--- src/rtl/fifo_port_arbiter.sv ---
// -----------------------------------------------------------------------------
// fifo_port_arbiter
//
// Shares one fifo buffer between NREQ write requesters and one read consumer,
// and adds a flush (drain) sequence. All buffer commands are registered. A
// shadow occupancy count is updated when a command is issued, one edge before
// the buffer executes it. The buffer therefore never overflows or underflows,
// and no command is lost.
//
// Parameters
//   NREQ        number of write requesters (2..8)
//   DATA_WIDTH  data word width, equal to the buffer's width
//   DEPTH       buffer depth, equal to the buffer's depth
//
// Ports
//   clk         clock
//   reset       synchronous, active-high; the buffer is reset on the same edge
//   req         per-requester write request (level)
//   req_data    requester i drives bits [i*DATA_WIDTH +: DATA_WIDTH]
//   ack         one-hot pulse: the word of requester i was accepted
//   rd_req      consumer read request (level)
//   rd_ack      pulse: a read was issued to the buffer
//   flush       pulse: start draining the buffer
//   flush_done  one-cycle pulse when the drain completes
//   busy        high while a flush is in progress
//   occ         shadow occupancy (issued writes minus issued reads)
//   buf_write   to the buffer's write pin
//   buf_datain  to the buffer's datain; holds the last accepted word
//   buf_read    to the buffer's read pin
// -----------------------------------------------------------------------------
module fifo_port_arbiter #(
   parameter int NREQ       = 4,
   parameter int DATA_WIDTH = 8,
   parameter int DEPTH      = 16,
   localparam int OCC_W     = $clog2(DEPTH) + 1,
   localparam int PTR_W     = (NREQ > 1) ? $clog2(NREQ) : 1
) (
   input  logic                       clk,
   input  logic                       reset,
   input  logic [NREQ-1:0]            req,
   input  logic [NREQ*DATA_WIDTH-1:0] req_data,
   output logic [NREQ-1:0]            ack,
   input  logic                       rd_req,
   output logic                       rd_ack,
   input  logic                       flush,
   output logic                       flush_done,
   output logic                       busy,
   output logic [OCC_W-1:0]           occ,
   output logic                       buf_write,
   output logic [DATA_WIDTH-1:0]      buf_datain,
   output logic                       buf_read
);

   typedef enum logic {IDLE, FLUSH} state_t;

   state_t                  state, state_nxt;
   logic [PTR_W-1:0]        ptr, ptr_nxt;
   logic [NREQ-1:0]         ack_nxt;
   logic                    rd_ack_nxt;
   logic                    buf_write_nxt;
   logic                    buf_read_nxt;
   logic [DATA_WIDTH-1:0]   buf_datain_nxt;
   logic [OCC_W-1:0]        occ_nxt;
   logic                    flush_done_nxt;

   // Round-robin search
   logic [NREQ-1:0]         elig;
   logic                    any_elig;
   logic [PTR_W-1:0]        grant_idx;
   logic [PTR_W-1:0]        grant_next_ptr;

   // A requester whose ack is high this cycle has not yet seen it and may
   // still hold req. Masking it here prevents one word being taken twice.
   always_comb begin
      elig      = req & ~ack;
      any_elig  = |elig;
      grant_idx = '0;
      for (int k = NREQ - 1; k >= 0; k--) begin
         // Walking downward means the lowest offset from ptr is written last
         // and wins. The result is a first-match search starting at ptr.
         if (elig[(int'(ptr) + k) % NREQ]) begin
            grant_idx = PTR_W'((int'(ptr) + k) % NREQ);
         end
      end
      grant_next_ptr = (int'(grant_idx) == NREQ - 1) ? '0 : grant_idx + PTR_W'(1);
   end

   // Next-state and next-output logic.
   // NOTE: every variable gets a default first; a path that skips an
   // assignment would otherwise infer a latch.
   always_comb begin
      logic rd_ok;
      logic wr_ok;

      state_nxt      = state;
      ptr_nxt        = ptr;
      ack_nxt        = '0;
      rd_ack_nxt     = 1'b0;
      buf_write_nxt  = 1'b0;
      buf_read_nxt   = 1'b0;
      buf_datain_nxt = buf_datain;
      occ_nxt        = occ;
      flush_done_nxt = 1'b0;

      // The buffer ignores a simultaneous read+write when empty. For that
      // reason a read is never issued at occ==0. At full, a read that is
      // issued alongside a write keeps the write legal.
      rd_ok = rd_req && (occ != '0);
      wr_ok = any_elig && ((occ < OCC_W'(DEPTH)) || rd_ok);

      unique case (state)
         IDLE: begin
            if (flush) begin
               state_nxt = FLUSH;
            end else begin
               if (wr_ok) begin
                  ack_nxt[grant_idx] = 1'b1;
                  buf_write_nxt      = 1'b1;
                  buf_datain_nxt     = req_data[int'(grant_idx)*DATA_WIDTH +: DATA_WIDTH];
                  ptr_nxt            = grant_next_ptr;
               end
               if (rd_ok) begin
                  rd_ack_nxt   = 1'b1;
                  buf_read_nxt = 1'b1;
               end
               if (wr_ok && !rd_ok) begin
                  occ_nxt = occ + OCC_W'(1);
               end else if (rd_ok && !wr_ok) begin
                  occ_nxt = occ - OCC_W'(1);
               end
            end
         end

         FLUSH: begin
            // The consumer is not told about drain reads. Requests wait.
            if (occ != '0) begin
               buf_read_nxt = 1'b1;
               occ_nxt      = occ - OCC_W'(1);
            end else begin
               flush_done_nxt = 1'b1;
               state_nxt      = IDLE;
            end
         end

         default: state_nxt = IDLE;
      endcase
   end

   // NOTE: sequential state uses non-blocking assignments only. Then every
   // register samples values from before the edge, whatever order they appear in.
   always_ff @(posedge clk) begin
      if (reset) begin
         state      <= IDLE;
         ptr        <= '0;
         ack        <= '0;
         rd_ack     <= 1'b0;
         buf_write  <= 1'b0;
         buf_read   <= 1'b0;
         buf_datain <= '0;
         occ        <= '0;
         flush_done <= 1'b0;
      end else begin
         state      <= state_nxt;
         ptr        <= ptr_nxt;
         ack        <= ack_nxt;
         rd_ack     <= rd_ack_nxt;
         buf_write  <= buf_write_nxt;
         buf_read   <= buf_read_nxt;
         buf_datain <= buf_datain_nxt;
         occ        <= occ_nxt;
         flush_done <= flush_done_nxt;
      end
   end

   assign busy = (state == FLUSH);

endmodule

--- config.mk ---
export PLATFORM = sky130hd
export DESIGN_NAME = fifo_port_arbiter
export DESIGN_NICKNAME = d
export VERILOG_FILES = /design/src/rtl/fifo_port_arbiter.sv
export SDC_FILE = /design/constraint.sdc
export NUM_CORES = 1
export LEC_CHECK = 0
export ABC_AREA = 1
export BUFFER_PORTS_ARGS = -buffer_cell sky130_fd_sc_hd__buf_2
export CAP_MARGIN = 10
export CORE_ASPECT_RATIO = 0.9
export CORE_MARGIN = 5
export CORE_UTILIZATION = 43
export DETAILED_ROUTE_END_ITERATION = 8
export GPL_ROUTABILITY_DRIVEN = 0
export HOLD_SLACK_MARGIN = 0.1
export PLACE_DENSITY = 0.82
export RECOVER_POWER = 50
export SYNTH_ARGS = -nofsm -noshare
export SYNTH_HDL_FRONTEND = slang
export SYNTH_SLANG_ARGS = --single-unit
--- constraint.sdc ---
create_clock -name clk -period 5.41 [get_ports clk]
set_input_delay 0.541 -clock clk [delete_from_list [all_inputs] [get_ports clk]]
set_output_delay 0.541 -clock clk [all_outputs]
set_load 0.02 [all_outputs]
# Word level (Yosys, flattened, before mapping)
# Index checks and enable logic that the tools add are counted.
# totals
wordCells	85
in_bits	40
output_inout_bits	22
regBits	24
# classes
n_mux	31
n_reduce_logical	19
addsub	6
bitwise_logic	8
n_eq_ne	4
shifts	1
n_lt_le_gt_ge	7
# op_table
cell	n
$shiftx A32 B6 Y8	1
$mux W5	4
$mux W1	14
$lt A3 B4 Y1 const B	3
$mux W2	5
$pmux W5 S2	1
$reduce_or A2 Y1	5
$bmux W1 S2	4
$reduce_or A4 Y1	2
$lt A2 B3 Y1 const B	2
$reduce_and A3 Y1	2
$add A5 B1 Y5 const B	1
$logic_and A1 B1 Y1	5
$lt A5 B5 Y1 const B	1
$reduce_bool A5 Y1	1
$sub A5 B1 Y5 const B	1
$add A2 B1 Y2 const B	2
$add A2 B2 Y2 const B	2
$and A4 B4 Y4	1
$not A4 Y4	1
$pmux W1 S2	2
$and A1 B1 Y1 const A	3
$ne A3 B3 Y1 const B	1
$not A1 Y1	3
other kinds (8)	9

# Logic depth before layout (Yosys ltp)
# Gate-level depths: netlist of run 1.
# depth
word_depth	14
depth_mapped	16
depth_no_buf	15

# Worst setup path before layout of run 1
# No wires, ideal clock.
# synth_timing
kind	reg-to-reg
from	register occ[0]
to	register occ[4]
setup_slack_ns	3.208
arrival_ns	2.080
path_buffers	0
stages_incl_launch_ff	12
path_cell_list	dfxtp_1 inv_1 ha_1 inv_1 nor3_1 nand2_1 nand2_1 ha_1 o21ai_0 o211ai_1 o21ai_0 a21oi_1
# synth_between
elab_chain_len	8
word_cells_on_any_way	19
classes_between	add/sub (2); order compare (1); eq/ne (2); mux (5); reduce/logical (9)
# synth_lines
item	line_no	rtl
start, declared	48	output logic [OCC_W-1:0] occ,
start signal, assigned	170	occ <= occ_nxt;
branches (longest 8 deep; another with $lt A5 B5 Y1)	-	
# Several ways; the timed one is not identified. The select of a mux whose other input is x is not followed.
# A chain may end at the register's enable or synchronous reset.

# Final worst setup path of run 1
# Same ends and word-level chain as after synthesis.

==> results_dict.tcl, run 1 <==
set metrics [dict create \
    dr.pass1.iters 4 \
    final_cell_mix "inv_1 (70), nand2_1 (48), nand3_1 (45)" \
    relSlewSlack_pct 59.76 \
    maxSlewViolCount 0 \
    maxCapViolCount 0 \
    drive_gt1_share_pct 21.02 \
    peakVddDrop_mv 0.2280 \
    synth_cell_types 31 \
    tns_ns 0 \
    wl_per_cell_um 10.77 \
    clk-insertion-delay-late_ns 0.27 \
    cp-start-kind "register" \
    cts_buffer_depth 2 \
    p_sw_share_pct 50.07 \
    antennaDiodeCount 0 \
    holdBufCountCts 0 \
    layout_commonest_cell "inv_1" \
    grt_overflow 0 \
    worst_pin_slew_ns 0.5973 \
    status "complete, no violations" \
    worstPathRequired_ns 5.58 \
    synthCells 273 \
    clkTransAtPathRegs_ns 0.09 \
    synth_edf_count 0 \
    vias 1847 \
    floorplan.die.height_um 70.62 \
    end_kind "register" \
    fmax_ghz 0.4245 \
    seq_area_frac_synth_pct 27.37 \
    antenna_found_initial 0 \
    async_flop_share_pct 0 \
    grt_use_total_pct 14.88 \
    ys.flop_type "dfxtp_1" \
    drc 0 \
    cts_setup_buffers 0 \
    grt_pass1_vias 1720 \
    rsz0062_at_grt "no" \
    ctsHtreeMaxLevel 1 \
    hold_class "register to register" \
    power.density_nw_per_um2 506.1 \
    grt_max_degree 21 \
    core_area_um2 4019 \
    placed_area_um2 2071 \
    drt_iter0_markers 65 \
    clock_sinks 24 \
    initial_core_util_pct 43.68 \
    clkPwrFrac_pct 14.6 \
    routed_via_density 4.848 \
    syn2layout_area_growth_pct 20.39 \
    rows 22 \
    critPathMaxFanout 6 \
    final.min_clock_period_ns 2.356 \
    postLayoutCoreUtil_pct 52.58 \
    power_mw 1.070 \
    finalSetupViolations 0 \
    place_ws_ns 3.034 \
    seq_power_share_pct 25.5 \
    yosysWarnings 0 \
    grt_pass1_wl_um 7079 \
    cts_tree "built" \
    hpwl_um 3266 \
    die_area_um2 5462 \
    skew_ns 0.01079 \
    power_leakage_nw 1.206 \
    fin_area_um2 2113 \
    syn-cell-area_um2 1755 \
    nets 381 \
    path_class "register to register" \
    comb_power_share_pct 59.9 \
    cts-buffers-inserted 3 \
    root_buffer "clkbuf_8" \
    synth_nets 320 \
    syn_area_per_cell_um2 6.430 \
    fillers 405 \
    die_w_um 77.35 \
    num_io_pins 62 \
    netSwitchingPower_mw 0.5356 \
    hold_violations 0 \
    fin_crit_sh_pct 43.54 \
    ctsResizeCount 0 \
    cell_internal_pwr_mw 0.5340 \
    worst_slack_ns 3.054 \
    antenna_left 0 \
    ys_ff_latch 24 \
    routed_wirelength_um 4103 \
    worstPathArrival_ns 2.52 \
    portBuffers 61 \
]
-- power groups by stage --
stage	clock [mW]	sequential, mW	combinational, mW
5_1_grt	0.166	0.280	0.726
4_1_cts	0.160	0.271	0.655
6_report	0.156	0.273	0.640
3_3_place_gp	0	0.274	0.632
2_1_floorplan	0	0.327	0.480
3_5_place_dp	0	0.274	0.652
-- per-stage QoR --
step | std cells | hold slack, ns
6_report | 381 | 0.5239
5_1_grt | 381 | 0.5395
4_1_cts | 381 | 0.5243
3_3_place_gp | 377 | 0.5075
3_5_place_dp | 377 | 0.5008
2_1_floorplan | 273 | 0.5299
-- sequential cells by signal, indices dropped and copies added (netlist names) --
name / count
ack: 4
buf_datain: 8
buf_read: 1
buf_write: 1
busy: 1
flush_done: 1
occ: 5
ptr: 2
rd_ack: 1
-- worst max-delay path, stage by stage, from the launching register on --
cell and delay, ns:
dfxtp_1 0.36, inv_1 0.09, ha_1 0.14, inv_1 0.05, nor3_1 0.20, nand2_1 0.17, nand2_1 0.09, ha_1 0.21
o21ai_0 0.50, o211ai_1 0.20, o21ai_0 0.20, a21oi_1 0.05
-- Yosys cell counts, types with 2 or more instances --
cell / number / share of area [%]
ha_1: 7 / 5.0
nand2_1: 48 / 10
nor3_1: 5 / 1.4
nor2_1: 16 / 3.4
o22ai_1: 3 / 1.1
nand2_2: 15 / 5.3
a21oi_1: 6 / 1.7
o211ai_1: 2 / 0.86
dfxtp_1: 24 / 27
nand3_1: 45 / 13
o21ai_0: 9 / 2.6
clkbuf_1: 2 / 0.43
buf_6: 2 / 1.3
inv_1: 70 / 15
nand2_4: 3 / 1.9
-- final cells by class --
type | instances | area, um2 | share of cell area (%)
repair buffers | 61 | 276.5 | 13.08
inverters | 73 | 275.3 | 13.03
flip-flops and latches | 24 | 480.5 | 22.74
well taps | 48 | 60.06 | 2.842
clock buffers | 3 | 41.29 | 1.954
multi-input cells | 171 | 949.7 | 44.94
clock inverters | 1 | 30.03 | 1.421
-- kinds of logic (layout without fill, tap and decap cells) --
group	Yosys count	in the layout	synth area share [%]
and+or+nand+nor	139	139	39.70
xor gates and xnor gates	1	1	0.4990
AOI/OAI and AO/OA	24	24	8.909
adders and majority gates	7	7	4.989
buffers and inverters	78	138	18.53
DFF	24	24	27.37
-- worst paths after layout --
path,startpoint,to,slack [ns],depth (start not counted)
min reg2reg,occ[0],occ[0],0.52,1
min,occ[0],occ[0],0.52,1
max reg2reg,occ[0],occ[4],3.05,11
max,occ[0],occ[4],3.05,11
-- metal layers --
layer	global-route usage [%]	vias to the layer above	part of all wire [%]
met5	0	-	0
met4	2.863	0	0.93
met3	3.308	4	4.9
met2	26.73	45	49
met1	18.30	840	45
li1	-	958	-
No activity file was read; power rests on OpenSTA's default activity.
==> inputs of run 2 (changes only) <==
==> constraint.sdc (replaced) <==
create_clock -name clk -period 2.3 [get_ports clk]
set_input_delay 0.23 -clock clk [delete_from_list [all_inputs] [get_ports clk]]
set_output_delay 0.23 -clock clk [all_outputs]
set_load 0.02 [all_outputs]
==> run 2 against run 1 <==
Total power grew 130%. Die area is the same. Critical path type unchanged. Critical endpoint is now ptr[1]. Final area grew 0.41%. Non-clock buffer count grew 2. Largest cell class unchanged. Cell count grew 0.52%. Core utilization grew 0.22 points. Clock skew shrank 0.0088 ns. Via count shrank 1.7%. Clock power grew 77%. Routed wire length shrank 2.5%. Sequential share of layout area is essentially flat.
==> results_dict.tcl, run 2 (synthesized netlist as in run 1, its figures left out) <==
set metrics [dict create \
    critPathMaxFanout 20 \
    antenna_found_initial 0 \
    clk-insertion-delay-late_ns 0.26 \
    finalSetupViolations 0 \
    regToRegStartpoint "ptr[0]" \
    power_leakage_nw 1.222 \
    antennaDiodeCount 0 \
    reg_top3 "buf_datain (8), occ (5), ack (4)" \
    grt_pass1_vias 1643 \
    cts_buffer_depth 2 \
    worst_pin_slew_ns 0.4964 \
    cts_setup_buffers 0 \
    holdPathStages 2 \
    relSlewSlack_pct 66.81 \
    fin_area_um2 2122 \
    drt_iter0_markers 83 \
    die_w_um 77.35 \
    place_ws_ns 0.2363 \
    floorplan.die.height_um 70.62 \
    root_buffer "clkbuf_8" \
    layout_commonest_cell "inv_1" \
    dp_cells 379 \
    power.density_nw_per_um2 1161 \
    hold_class "input port to register" \
    dr.pass1.iters 4 \
    hpwl_um 3201 \
    reg2reg_slack_ns 0.23 \
    worst_slack_ns 0.2278 \
    routed_wirelength_um 4001 \
    max_stage_delay_ns 0.43 \
    largest_register_ffs 8 \
    cp_slowest_cell "dfxtp_1" \
    worstHoldStart "reset" \
    reg2reg_depth 12 \
    grt_use_total_pct 14.13 \
    power_mw 2.463 \
    antenna_left 0 \
    fillers 413 \
    wl_per_cell_um 10.45 \
    worstPathArrival_ns 2.23 \
    fin_crit_sh_pct 90.10 \
    final.min_clock_period_ns 2.072 \
    clock_sinks 24 \
    tns_ns 0 \
    hold_violations 0 \
    placed_area_um2 2086 \
    nets 383 \
    num_io_pins 62 \
    peakVddDrop_mv 0.5401 \
    cts-buffers-inserted 3 \
    fmax_ghz 0.4826 \
    clkTransAtPathRegs_ns 0.08 \
    multiInputGateArea_um2 954.7 \
    die_area_um2 5462 \
    core_area_um2 4019 \
    rows 22 \
    routed_via_density 4.742 \
    vias 1816 \
    timing.rr.end "ptr[1]" \
    ctsHtreeMaxLevel 1 \
    fin_cells 383 \
    drive_gt1_share_pct 22.99 \
    min_to "buf_read" \
    final_cell_mix "inv_1 (70), nand2_1 (48), nand3_1 (45)" \
    grt_max_degree 21 \
    cp-start-kind "register" \
    maxCapViolCount 0 \
    crit_chain "inv_2 > nand2_1 > nand2_2 > nand2_1 > nand2_2 > clkinv_2 > nand3_4 > nand2_8 > inv_1 > ha_1 > o21ai_0 > a21oi_1" \
    initial_core_util_pct 43.68 \
    top_register "buf_datain" \
    drc 0 \
    end_kind "register" \
    cts_tree "built" \
    portBuffers 61 \
    syn2layout_area_growth_pct 20.88 \
    path_class "register to register" \
    maxSlewViolCount 0 \
    worstPathRequired_ns 2.45 \
    grt_pass1_wl_um 6603 \
    regArea_um2 481.7 \
    grt_overflow 0 \
    status "complete, no violations" \
    skew_ns 0.001995 \
]
## run 2: worst max-delay path by stage
stage | from | endpoint | slack [ns]
4_1_cts | occ[0] | occ[2] | 0.22
6_report | ptr[0] | ptr[1] | 0.23
2_1_floorplan | occ[0] | occ[4] | 0.1
3_3_place_gp | ptr[0] | ptr[1] | 0.26
3_5_place_dp | ptr[0] | ptr[1] | 0.24
5_1_grt | occ[0] | occ[4] | -0.01
## run 2: layout make-up
cell class | instances | area share [%]
Multi-Input combinational cell | 171 | 44.99
Inverter | 73 | 12.97
Tap cell | 48 | 2.830
Timing Repair Buffer | 63 | 13.92
Clock buffer | 4 | 2.594
Sequential cell | 24 | 22.70
## run 2: repair_timing
action / CTS / global route
hold buffers: 0 / 0
resized for setup: 0 / 2
endpoints found under the setup margin: 0 / 4
## run 2: power by group
group          switching, mW  leakage (nW)  internal, mW
Clock                  0.123        0.0288         0.153
Combinational           1.02         0.995         0.522
Sequential             0.102         0.198         0.541
## run 2: worst max-delay path, delay by kind of cell, from the launching register on
| kind | cells | cell delay (ns) |
|---|---|---|
| fa+ha+maj | 1 | 0.28 |
| compound gates | 2 | 0.22 |
| simple gates | 6 | 0.74 |
| flops | 1 | 0.43 |
| buf+inv | 3 | 0.28 |
## run 2: routing by layer
metal / up-vias / GRT usage (%) / share of wire [%]
met5: - / 0 / 0
li1: 960 / - / -
met4: 0 / 4.962 / 1.1
met2: 60 / 24.11 / 48
met1: 792 / 17.08 / 44
met3: 4 / 3.817 / 7.3
## run 2: metrics by stage
stage	hold WS, ns	util [%]
after floorplan	0.2991	-
after global placement	0.4971	51.90
after detailed placement	0.5057	51.90
after CTS	0.2275	53.27
after global routing	0.2324	52.80
final	0.2317	52.80
==> inputs of run 3 (changes only) <==
--- a/config.mk
+++ b/config.mk
@@ -10,11 +10,11 @@
 export CAP_MARGIN = 10
 export CORE_ASPECT_RATIO = 0.9
 export CORE_MARGIN = 5
-export CORE_UTILIZATION = 43
+export CORE_UTILIZATION = 50
 export DETAILED_ROUTE_END_ITERATION = 8
 export GPL_ROUTABILITY_DRIVEN = 0
 export HOLD_SLACK_MARGIN = 0.1
-export PLACE_DENSITY = 0.82
+export PLACE_DENSITY = 0.91
 export RECOVER_POWER = 50
 export SYNTH_ARGS = -nofsm -noshare
 export SYNTH_HDL_FRONTEND = slang
==> constraint.sdc (replaced) <==
create_clock -name clk -period 2.3 [get_ports clk]
set_input_delay 0.345 -clock clk [delete_from_list [all_inputs] [get_ports clk]]
set_output_delay 0.345 -clock clk [all_outputs]
set_load 0.02 [all_outputs]
==> run 3 against run 2 <==
Largest cell class unchanged. First-iteration DRC count shrank 8.4%. Highest routed layer unchanged. Final area grew 0.88%. Clock power increased by 32%. Sequential cell count unchanged. Cell count shrank 0.52%. Critical path depth is the same.
==> results_dict.tcl, run 3 (synthesized netlist as in run 1, its figures left out) <==
set metrics [dict create \
    status "complete, no violations" \
    grt_pass1_vias 1706 \
    fin_crit_sh_pct 91.55 \
    cts_buffer_depth 2 \
    worst_pin_slew_ns 0.4842 \
    finalSetupViolations 0 \
    grt_overflow 0 \
    die_w_um 72.46 \
    core_area_um2 3378 \
    antenna_found_initial 0 \
    grt_use_total_pct 16.76 \
    routed_via_density 4.853 \
    nets 385 \
    routed_wirelength_um 4104 \
    antennaDiodeCount 0 \
    hpwl_um 3337 \
    grt_max_degree 21 \
    cts-buffers-inserted 3 \
    root_buffer "clkbuf_8" \
    ctsHtreeMaxLevel 1 \
    floorplan.die.height_um 66.21 \
    rows 20 \
    syn2layout_area_growth_pct 21.95 \
    maxCapViolCount 0 \
    final_cell_mix "inv_1 (70), nand2_1 (48), nand3_1 (45)" \
    top_register "buf_datain" \
    clk-insertion-delay-late_ns 0.26 \
    tns_ns 0 \
    wl_per_cell_um 10.77 \
    critPathMaxFanout 6 \
    worstSetupStartpoint "occ[0]" \
    worstHoldStart "reset" \
    power_leakage_nw 1.228 \
    power_mw 2.606 \
    reg_top3 "buf_datain (8), occ (5), ack (4)" \
    relSlewSlack_pct 67.62 \
    layout_commonest_cell "inv_1" \
    peakVddDrop_mv 0.7877 \
    drive_gt1_share_pct 22.55 \
    hold_class "input port to register" \
    power.density_nw_per_um2 1217 \
    largest_register_ffs 8 \
    path_class "register to register" \
    drc 0 \
    cp-start-kind "register" \
    regToRegStartpoint "occ[0]" \
    hold_violations 0 \
    fin_cells 381 \
    initial_core_util_pct 51.96 \
    end_kind "register" \
    drt_iter0_markers 76 \
    num_io_pins 62 \
    final.min_clock_period_ns 2.106 \
    grt_pass1_wl_um 6637 \
    dr.pass1.iters 4 \
    portBuffers 61 \
    clock_sinks 24 \
    maxSlewViolCount 0 \
    worstPathRequired_ns 2.46 \
    fmax_ghz 0.4749 \
    antenna_left 0 \
    die_area_um2 4797 \
    dp_cells 375 \
    clkTransAtPathRegs_ns 0.08 \
    cts_tree "built" \
    skew_ns 0.005006 \
    vias 1849 \
    worstPathArrival_ns 2.26 \
]
==> run 3: cell types whose count changed in the layout (fill, tap and decap cells not counted), sizes merged <==
| cell | before | now |
|---|---|---|
| bufinv | 0 | 1 |
| clkbuf | 24 | 25 |
==> run 3: cell type report <==
type	count	area (um2)
clock buffers	3	41.29
clock inverters	1	30.03
fillers	331	1237
inverters	73	275.3
multi-input cells	171	949.7
flip-flops and latches	24	481.7
well taps	44	55.05
repair buffers	65	307.8
==> run 3: metrics by stage <==
step | utilization [%] | setup slack [ns] | instance area [um2] | hold WS, ns
final | 63.37 | 0.1944 | 2141 | 0.3339
after detailed placement | 61.59 | 0.2313 | 2081 | 0.5093
after floorplan | - | 0.09835 | 1755 | 0.4141
after CTS | 63.70 | 0.2140 | 2152 | 0.3299
after global placement | 61.59 | 0.2844 | 2081 | 0.4898
after global routing | 63.37 | -0.0004912 | 2141 | 0.3354
==> run 3: per-layer routing <==
layer	part of all wire (%)	track usage, %
met5	0	0
met4	0.76	4.147
met3	6.8	4.255
met2	51	30.68
met1	42	19.33
==> run 3: worst paths after layout <==
kind / end / slack [ns] / cells past startpoint
max: occ[2] / 0.19 / 12
min: buf_read / 0.33 / 2
max reg2reg: occ[2] / 0.19 / 12
min reg2reg: occ[0] / 0.52 / 1
==> run 3: power by group <==
part,switching [mW],internal [mW],leakage [nW]
registers,0.0978,0.540,0.198
logic,1.04,0.565,0.995
clock network,0.130,0.233,0.0357
total,1.27,1.34,1.23
==> run 3: worst max-delay path, cell delays in order, from the launching register on <==
cell and delay [ns]:
dfxtp_1 0.42, inv_1 0.09, ha_1 0.20, inv_1 0.07, nor3_1 0.05, nand2_1 0.14, nand2_1 0.07, ha_1 0.26
o21ai_0 0.19, buf_4 0.17, inv_1 0.07, nor3_1 0.17, nor3_1 0.08
==> run 3: timing repair <==
| item | in CTS | in global routing |
|---|---|---|
| setup buffers | 0 | 2 |
| gates resized for setup | 0 | 1 |
| endpoints found under the setup margin | 0 | 2 |
| hold buffers | 0 | 0 |
